**config.mk**
```make
export PLATFORM = sky130hd
export DESIGN_NAME = uart_tx_byte
export DESIGN_NICKNAME = d
export VERILOG_FILES = /design/src/rtl/omdazz_uart_pkg.sv /design/src/rtl/uart_baud_gen.sv /design/src/rtl/uart_tx_byte.sv
export SDC_FILE = /design/constraint.sdc
export NUM_CORES = 1
export LEC_CHECK = 0
export CAP_MARGIN = 5
export CELL_PAD_IN_SITES_DETAIL_PLACEMENT = 0
export CELL_PAD_IN_SITES_GLOBAL_PLACEMENT = 1
export CORE_ASPECT_RATIO = 1.75
export CORE_UTILIZATION = 45
export CTS_BUF_LIST = sky130_fd_sc_hd__clkbuf_4
export DETAILED_ROUTE_END_ITERATION = 12
export PLACE_DENSITY = 0.77
export SYNTH_ARGS = -nofsm -noshare
export SYNTH_HDL_FRONTEND = slang
export SYNTH_HIERARCHICAL = 1
export SYNTH_SLANG_ARGS = --single-unit
```
**constraint.sdc**
```tcl
create_clock -name FPGA_CLK -period 7 [get_ports FPGA_CLK]
set_input_delay 1.4 -clock FPGA_CLK [delete_from_list [all_inputs] [get_ports FPGA_CLK]]
set_output_delay 1.4 -clock FPGA_CLK [all_outputs]
set_load 0.02 [all_outputs]
```
**src/rtl/omdazz_uart_pkg.sv**
```systemverilog
// ---------------------------------------------------------------------------
// omdazz_uart_pkg
// Shared definitions for the UART transmit path.
//   - tx_state_t          : transmitter FSM state encoding
//   - DEFAULT_CLK_HZ/BAUD : board clock and default line rate
//   - calc_clks_per_bit() : clocks per bit cell, rounded to nearest
//   - FRAME_CELLS_*       : frame length in bit cells for each build
// Optional feature macro: UART_TX_PARITY_EN (adds an even-parity cell).
// ---------------------------------------------------------------------------
package omdazz_uart_pkg;

  localparam int DEFAULT_CLK_HZ = 50_000_000;
  localparam int DEFAULT_BAUD   = 115_200;

  // start + 8 data + stop, optionally + parity
  localparam int FRAME_CELLS_8N1 = 10;
  localparam int FRAME_CELLS_8E1 = 11;

  typedef enum logic [2:0] {
    ST_IDLE   = 3'd0,
    ST_START  = 3'd1,
    ST_DATA   = 3'd2,
`ifdef UART_TX_PARITY_EN
    ST_PARITY = 3'd3,
`endif
    ST_STOP   = 3'd4
  } tx_state_t;

  // Round to nearest so the bit cell error stays within half a clock.
  function automatic int calc_clks_per_bit(input int clk_hz, input int baud);
    return (clk_hz + baud / 2) / baud;
  endfunction

endpackage

```
**src/rtl/uart_baud_gen.sv**
```systemverilog
// ---------------------------------------------------------------------------
// uart_baud_gen
// Bit-cell counter. Counts 0..CLKS_PER_BIT-1 and flags the last clock of
// each cell with tick; wraps to 0 after the tick. clr forces the count to 0.
// Ports:
//   clk  in  : clock
//   rst  in  : asynchronous active-high reset
//   clr  in  : synchronous clear (held while idle, pulsed on acceptance)
//   tick out : high during the final clock of the current bit cell
// ---------------------------------------------------------------------------
module uart_baud_gen #(
  parameter int CLKS_PER_BIT = 434
) (
  input  logic clk,
  input  logic rst,
  input  logic clr,
  output logic tick
);

  localparam int CNT_W = (CLKS_PER_BIT > 1) ? $clog2(CLKS_PER_BIT) : 1;
  localparam logic [CNT_W-1:0] LAST = CNT_W'(CLKS_PER_BIT - 1);

  logic [CNT_W-1:0] cnt_reg;
  logic [CNT_W-1:0] cnt_next;

  assign tick = (cnt_reg == LAST);

  always_comb begin
    cnt_next = cnt_reg + CNT_W'(1);
    if (clr || tick) begin
      cnt_next = '0;
    end
  end

  always_ff @(posedge clk or posedge rst) begin
    if (rst) begin
      cnt_reg <= '0;
    end else begin
      cnt_reg <= cnt_next;
    end
  end

endmodule

```
**src/rtl/uart_tx_byte.sv**
```systemverilog
// ---------------------------------------------------------------------------
// uart_tx_byte
// 8N1 serial transmitter (8E1 with UART_TX_PARITY_EN defined). Accepts one
// byte per valid/ready handshake and shifts it out LSB first.
// Ports:
//   FPGA_CLK  in     : clock
//   RESET_BUT in     : asynchronous active-high reset
//   tx_data   in [8] : byte to send, sampled only on handshake
//   tx_valid  in     : producer has a byte
//   tx_ready  out    : a byte offered now is accepted on the next edge
//   tx_busy   out    : frame in progress (~tx_ready)
//   UART_TXD  out    : serial line, idle high, registered
// Optional feature macro: UART_TX_PARITY_EN.
// ---------------------------------------------------------------------------
module uart_tx_byte
  import omdazz_uart_pkg::*;
#(
  parameter int CLK_HZ = DEFAULT_CLK_HZ,
  parameter int BAUD   = DEFAULT_BAUD
) (
  input  logic       FPGA_CLK,
  input  logic       RESET_BUT,
  input  logic [7:0] tx_data,
  input  logic       tx_valid,
  output logic       tx_ready,
  output logic       tx_busy,
  output logic       UART_TXD
);

  localparam int CLKS_PER_BIT = calc_clks_per_bit(CLK_HZ, BAUD);

  tx_state_t  state_reg, state_next;
  logic [7:0] shift_reg, shift_next;
  logic [2:0] idx_reg, idx_next;
  logic       txd_reg, txd_next;
`ifdef UART_TX_PARITY_EN
  logic       parity_reg, parity_next;
`endif

  logic baud_clr;
  logic baud_tick;
  logic ready;
  logic accept;

  uart_baud_gen #(
    .CLKS_PER_BIT(CLKS_PER_BIT)
  ) u_baud (
    .clk  (FPGA_CLK),
    .rst  (RESET_BUT),
    .clr  (baud_clr),
    .tick (baud_tick)
  );

  // Ready also in the last clock of the stop cell so a waiting byte is taken
  // on the very edge the stop bit ends: back-to-back frames have no gap.
  assign ready    = (state_reg == ST_IDLE) || ((state_reg == ST_STOP) && baud_tick);
  assign accept   = tx_valid && ready;
  assign tx_ready = ready;
  assign tx_busy  = ~ready;
  assign UART_TXD = txd_reg;

  // txd_next is the line level for the state being entered, so the line
  // register changes on the same edge as the state register.
  always_comb begin
    state_next = state_reg;
    shift_next = shift_reg;
    idx_next   = idx_reg;
    txd_next   = txd_reg;
    baud_clr   = 1'b0;
`ifdef UART_TX_PARITY_EN
    parity_next = parity_reg;
`endif

    case (state_reg)
      ST_IDLE: begin
        baud_clr = 1'b1;
        txd_next = 1'b1;
      end
      ST_START: begin
        if (baud_tick) begin
          state_next = ST_DATA;
          idx_next   = 3'd0;
          txd_next   = shift_reg[0];
        end
      end
      ST_DATA: begin
        if (baud_tick) begin
          shift_next = {1'b0, shift_reg[7:1]};
          idx_next   = idx_reg + 3'd1;
          if (idx_reg == 3'd7) begin
`ifdef UART_TX_PARITY_EN
            state_next = ST_PARITY;
            txd_next   = parity_reg;
`else
            state_next = ST_STOP;
            txd_next   = 1'b1;
`endif
          end else begin
            txd_next = shift_reg[1];
          end
        end
      end
`ifdef UART_TX_PARITY_EN
      ST_PARITY: begin
        if (baud_tick) begin
          state_next = ST_STOP;
          txd_next   = 1'b1;
        end
      end
`endif
      ST_STOP: begin
        if (baud_tick) begin
          state_next = ST_IDLE;
          txd_next   = 1'b1;
        end
      end
      default: begin
        state_next = ST_IDLE;
        txd_next   = 1'b1;
      end
    endcase

    // Acceptance overrides the above; the start bit goes out on this edge.
    if (accept) begin
      state_next = ST_START;
      shift_next = tx_data;
      idx_next   = 3'd0;
      txd_next   = 1'b0;
      baud_clr   = 1'b1;
`ifdef UART_TX_PARITY_EN
      parity_next = ^tx_data;
`endif
    end
  end

  always_ff @(posedge FPGA_CLK or posedge RESET_BUT) begin
    if (RESET_BUT) begin
      state_reg <= ST_IDLE;
      shift_reg <= '0;
      idx_reg   <= '0;
      txd_reg   <= 1'b1;
`ifdef UART_TX_PARITY_EN
      parity_reg <= 1'b0;
`endif
    end else begin
      state_reg <= state_next;
      shift_reg <= shift_next;
      idx_reg   <= idx_next;
      txd_reg   <= txd_next;
`ifdef UART_TX_PARITY_EN
      parity_reg <= parity_next;
`endif
    end
  end

endmodule
```
==> run summary <==
status - completed
die height - 73.6 um
Tcrit/Tclk final - 0.593
post-detail-place hpwl - 1.94 mm
number of flip-flops in the largest register - 9
met3 wire length - 116 um
largest net degree at the start of global routing - 16
Worst-Margin Slew - 650 ps
Crit Path Max Fanout - 7
clock root buffer - clkbuf_4
total global routing overflow - 0
nets@finish - 153
sequential fraction of the synthesis area - 0.456
Die Width - 42.9 um
clk slew on worst S/H paths - 130 ps
met2 routed wirelength - 1.49 mm
clock sink count - 24
DRT Pass-1 Iters - 4
area of the multi-input gates - 659 um^2
Placement Setup Slack - 3210 ps
combinational share of power - 0.385
Seq cells post-synth - 24
met1 WL - 888 um
Final Max Tran Viols - 0
core area - 2750 um^2
CTS Hold Buffers Added - 0
Storage cell area - 602 um^2
starting density of the core - 0.479
synth top area cells - dfrtp_1 44%, mux2_2 13%, ha_1 3.8%
filler instances - 258
Most common cell on crit path - nor3_1
via density per instance - 5.90
IO Count - 14
Setup Skew - 4.02 ps
Worst Reg2Reg Path Length in Cells - 8
YS warnings - 6
CTS Buffer Depth - 2
Fmax - 241 MHz
cell type with the largest total area after synthesis - dfrtp_1
mux share of post-synthesis cell area - 0.128
Setup TNS Final - 0 ps
post-synthesis xor/xnor area fraction - 0.0266
static leakage - 0.676 nW
Max-Cap Viols - 0
drt total wl - 2.51 mm
layout cells sized above 1 - 0.197
Seq pwr share - 0.433
Clk pwr share - 0.183
Final Hold Viols - 0
CTS tree - built
maximum vdd drop - 213 uV
Mapped Nets - 138
CTS Buf Count - 3
Simple-Gate Fraction of Synth Area - 0.162
DP Area - 1470 um^2
crit path DAT - 2750 ps
Pint - 0.000349 W
Crit. End Element - primary output
clk_lat worst skew - 310 ps
antenna violations before repair - 0
first-pass GRT wire length - 4.22 mm
Slew headroom - 0.563
DRT iter0 DRCs - 23
design area - 1520 um^2
Startpoint Class - flop
min Tclk post-route - 4150 ps
Hold Crit Class - flop to flop
setup slack after layout - 2850 ps
Max stage delay on crit path - 640 ps
Endpoint, Worst Hold - shift_reg[4]
Crit path max-delay family - simple AND/OR/NAND/NOR gates
Switch Pwr - 0.000195 W
Top Metal Used - met4
port buffer count - 13
antenna viol nets, final - 0
WP data required - 5600 ps
Worst Hold Launch - shift_reg[4]
DRC - 0
# H-tree levels - 1
Buf/Inv on CP - 1
Placer Congestion - 0.744
Via Count - 968
largest family of logic cells by synthesized area - simple AND/OR/NAND/NOR gates
diodes inserted - 0
R2R setup slack - 4160 ps
area fraction in compound gates after synthesis - 0.145
total power - 0.000544 W
adder-cell share of the synthesized area - 0.0380
Cells after Synth - 123
die outline area - 3160 um^2
row count - 25
critical path class - flop to primary output
top-area cell type share of the netlist area - 0.436
post-CTS setup buffers - 0
WHS - 519 ps
post-synthesis instance area - 1320 um^2
synth unique cells - 41
PD cells - 357 nW/um^2
syn avg cell area - 10.7 um^2
Routed WL per cell - 15.3 um
global-route usage over all layers - 0.175
final setup violation count - 0
RR Endpoint - u_baud/cnt_reg[3]
Area Growth Syn to Fin - 15.5%
worst path cell trace - or3_4 > nor3_1 > nor2b_1 > nor3_1 > clkdlybuf4s50_1
vias in the first global route - 984
Net Sw Frac - 0.358
CP max-delay cell - clkdlybuf4s50_1
PostCTS Resize Cnt - 0
worst hold stages - 1
Worst R2R Start - u_baud/cnt_reg[2]
unrepaired setup endpoints after global routing - no
## worst reg2reg max path: stages, from the launching register on
cell,delay (ps)
dfrtp_1,470
or3_4,430
nor3_1,520
nand2b_2,310
nand2_1,90
a21boi_0,540
inv_1,170
o31ai_4,130
nor2_1,90
## cell type report
cell class	count	area share
clock buffer	3	0.0148
clock inverter	1	0.0197
inverter	12	0.0296
multi-input combinational	84	0.433
sequential	24	0.395
tap	27	0.0222
timing repair buffer	13	0.0855
## power by group through the flow
stage | Combinational [W] | Sequential, W | Clock [W]
3_3_place_gp | 0.000205 | 0.000237 | 0
3_5_place_dp | 0.000211 | 0.000239 | 0
4_1_cts | 0.000213 | 0.000236 | 0.000104
2_1_floorplan | 0.000168 | 0.000223 | 0
5_1_grt | 0.000234 | 0.000243 | 0.000108
6_report | 0.000209 | 0.000236 | 0.0000993
## per-stage QoR
step	util	instances
2_1_floorplan	-	123
3_3_place_gp	0.534	160
3_5_place_dp	0.534	160
4_1_cts	0.553	164
5_1_grt	0.553	164
6_report	0.553	164
## synthesized netlist by cell type, drive strengths merged
cell    instances
a22oi           1
or3             3
a221oi          1
nor2b           1
xnor2           1
o311ai          1
nand2           6
o31ai           2
dfstp           1
a31oi           3
nor2           11
nor3            3
dfrtp          23
a22o            2
ha              4
o32ai           1
o211ai          1
nand3b          2
xor2            3
buf             1
clkbuf          2
o221ai          1
mux2           15
a21oi           5
nand3           5
a21boi          1
o21ai           3
or4             1
nand4           2
inv            12
nand2b          2
or3b            1
o2111a          1
o22ai           1
## cells in the final DEF (no fill, tap or decap), types with 3 or more instances in the layout
cell	Yosys	layout
dfrtp_1	23	23
clkbuf_4	0	3
o21ai_0	3	3
nor2_1	10	10
a21oi_1	4	4
inv_1	12	12
clkdlybuf4s50_1	0	13
a31oi_1	3	3
mux2_2	15	15
nor3_1	3	3
nand2_1	6	6
xor2_1	3	3
nand3_1	4	4
ha_1	4	4
## worst max path at each step
stage / endpoint / cells after the start / startpoint / slack (ps)
2_1_floorplan: tx_busy / 5 / u_baud/cnt_reg[2] / 3440
3_3_place_gp: tx_ready / 5 / u_baud/cnt_reg[2] / 3260
3_5_place_dp: tx_ready / 5 / u_baud/cnt_reg[2] / 3210
4_1_cts: tx_ready / 5 / u_baud/cnt_reg[2] / 2850
5_1_grt: tx_ready / 5 / u_baud/cnt_reg[2] / 2700
6_report: tx_ready / 5 / u_baud/cnt_reg[2] / 2850
## per-layer routing
layer  GRT usage  vias to the layer above
li1            -                      467
met1       0.171                      471
met2       0.359                       26
met3      0.0172                        4
met4      0.0625                        0
met5           0                        -
## cell families (layout without fill, tap and decap cells)
kind of cell	after synthesis	count (layout)
flip-flops	24	24
adder cells (fa/ha/maj)	4	4
buffers and inverters	15	29
AO/OA/AOI/OAI	24	24
AND/OR/NAND/NOR	37	37
XOR/XNOR	4	4
multiplexers	15	15
Power figures use the tool's default switching activity.
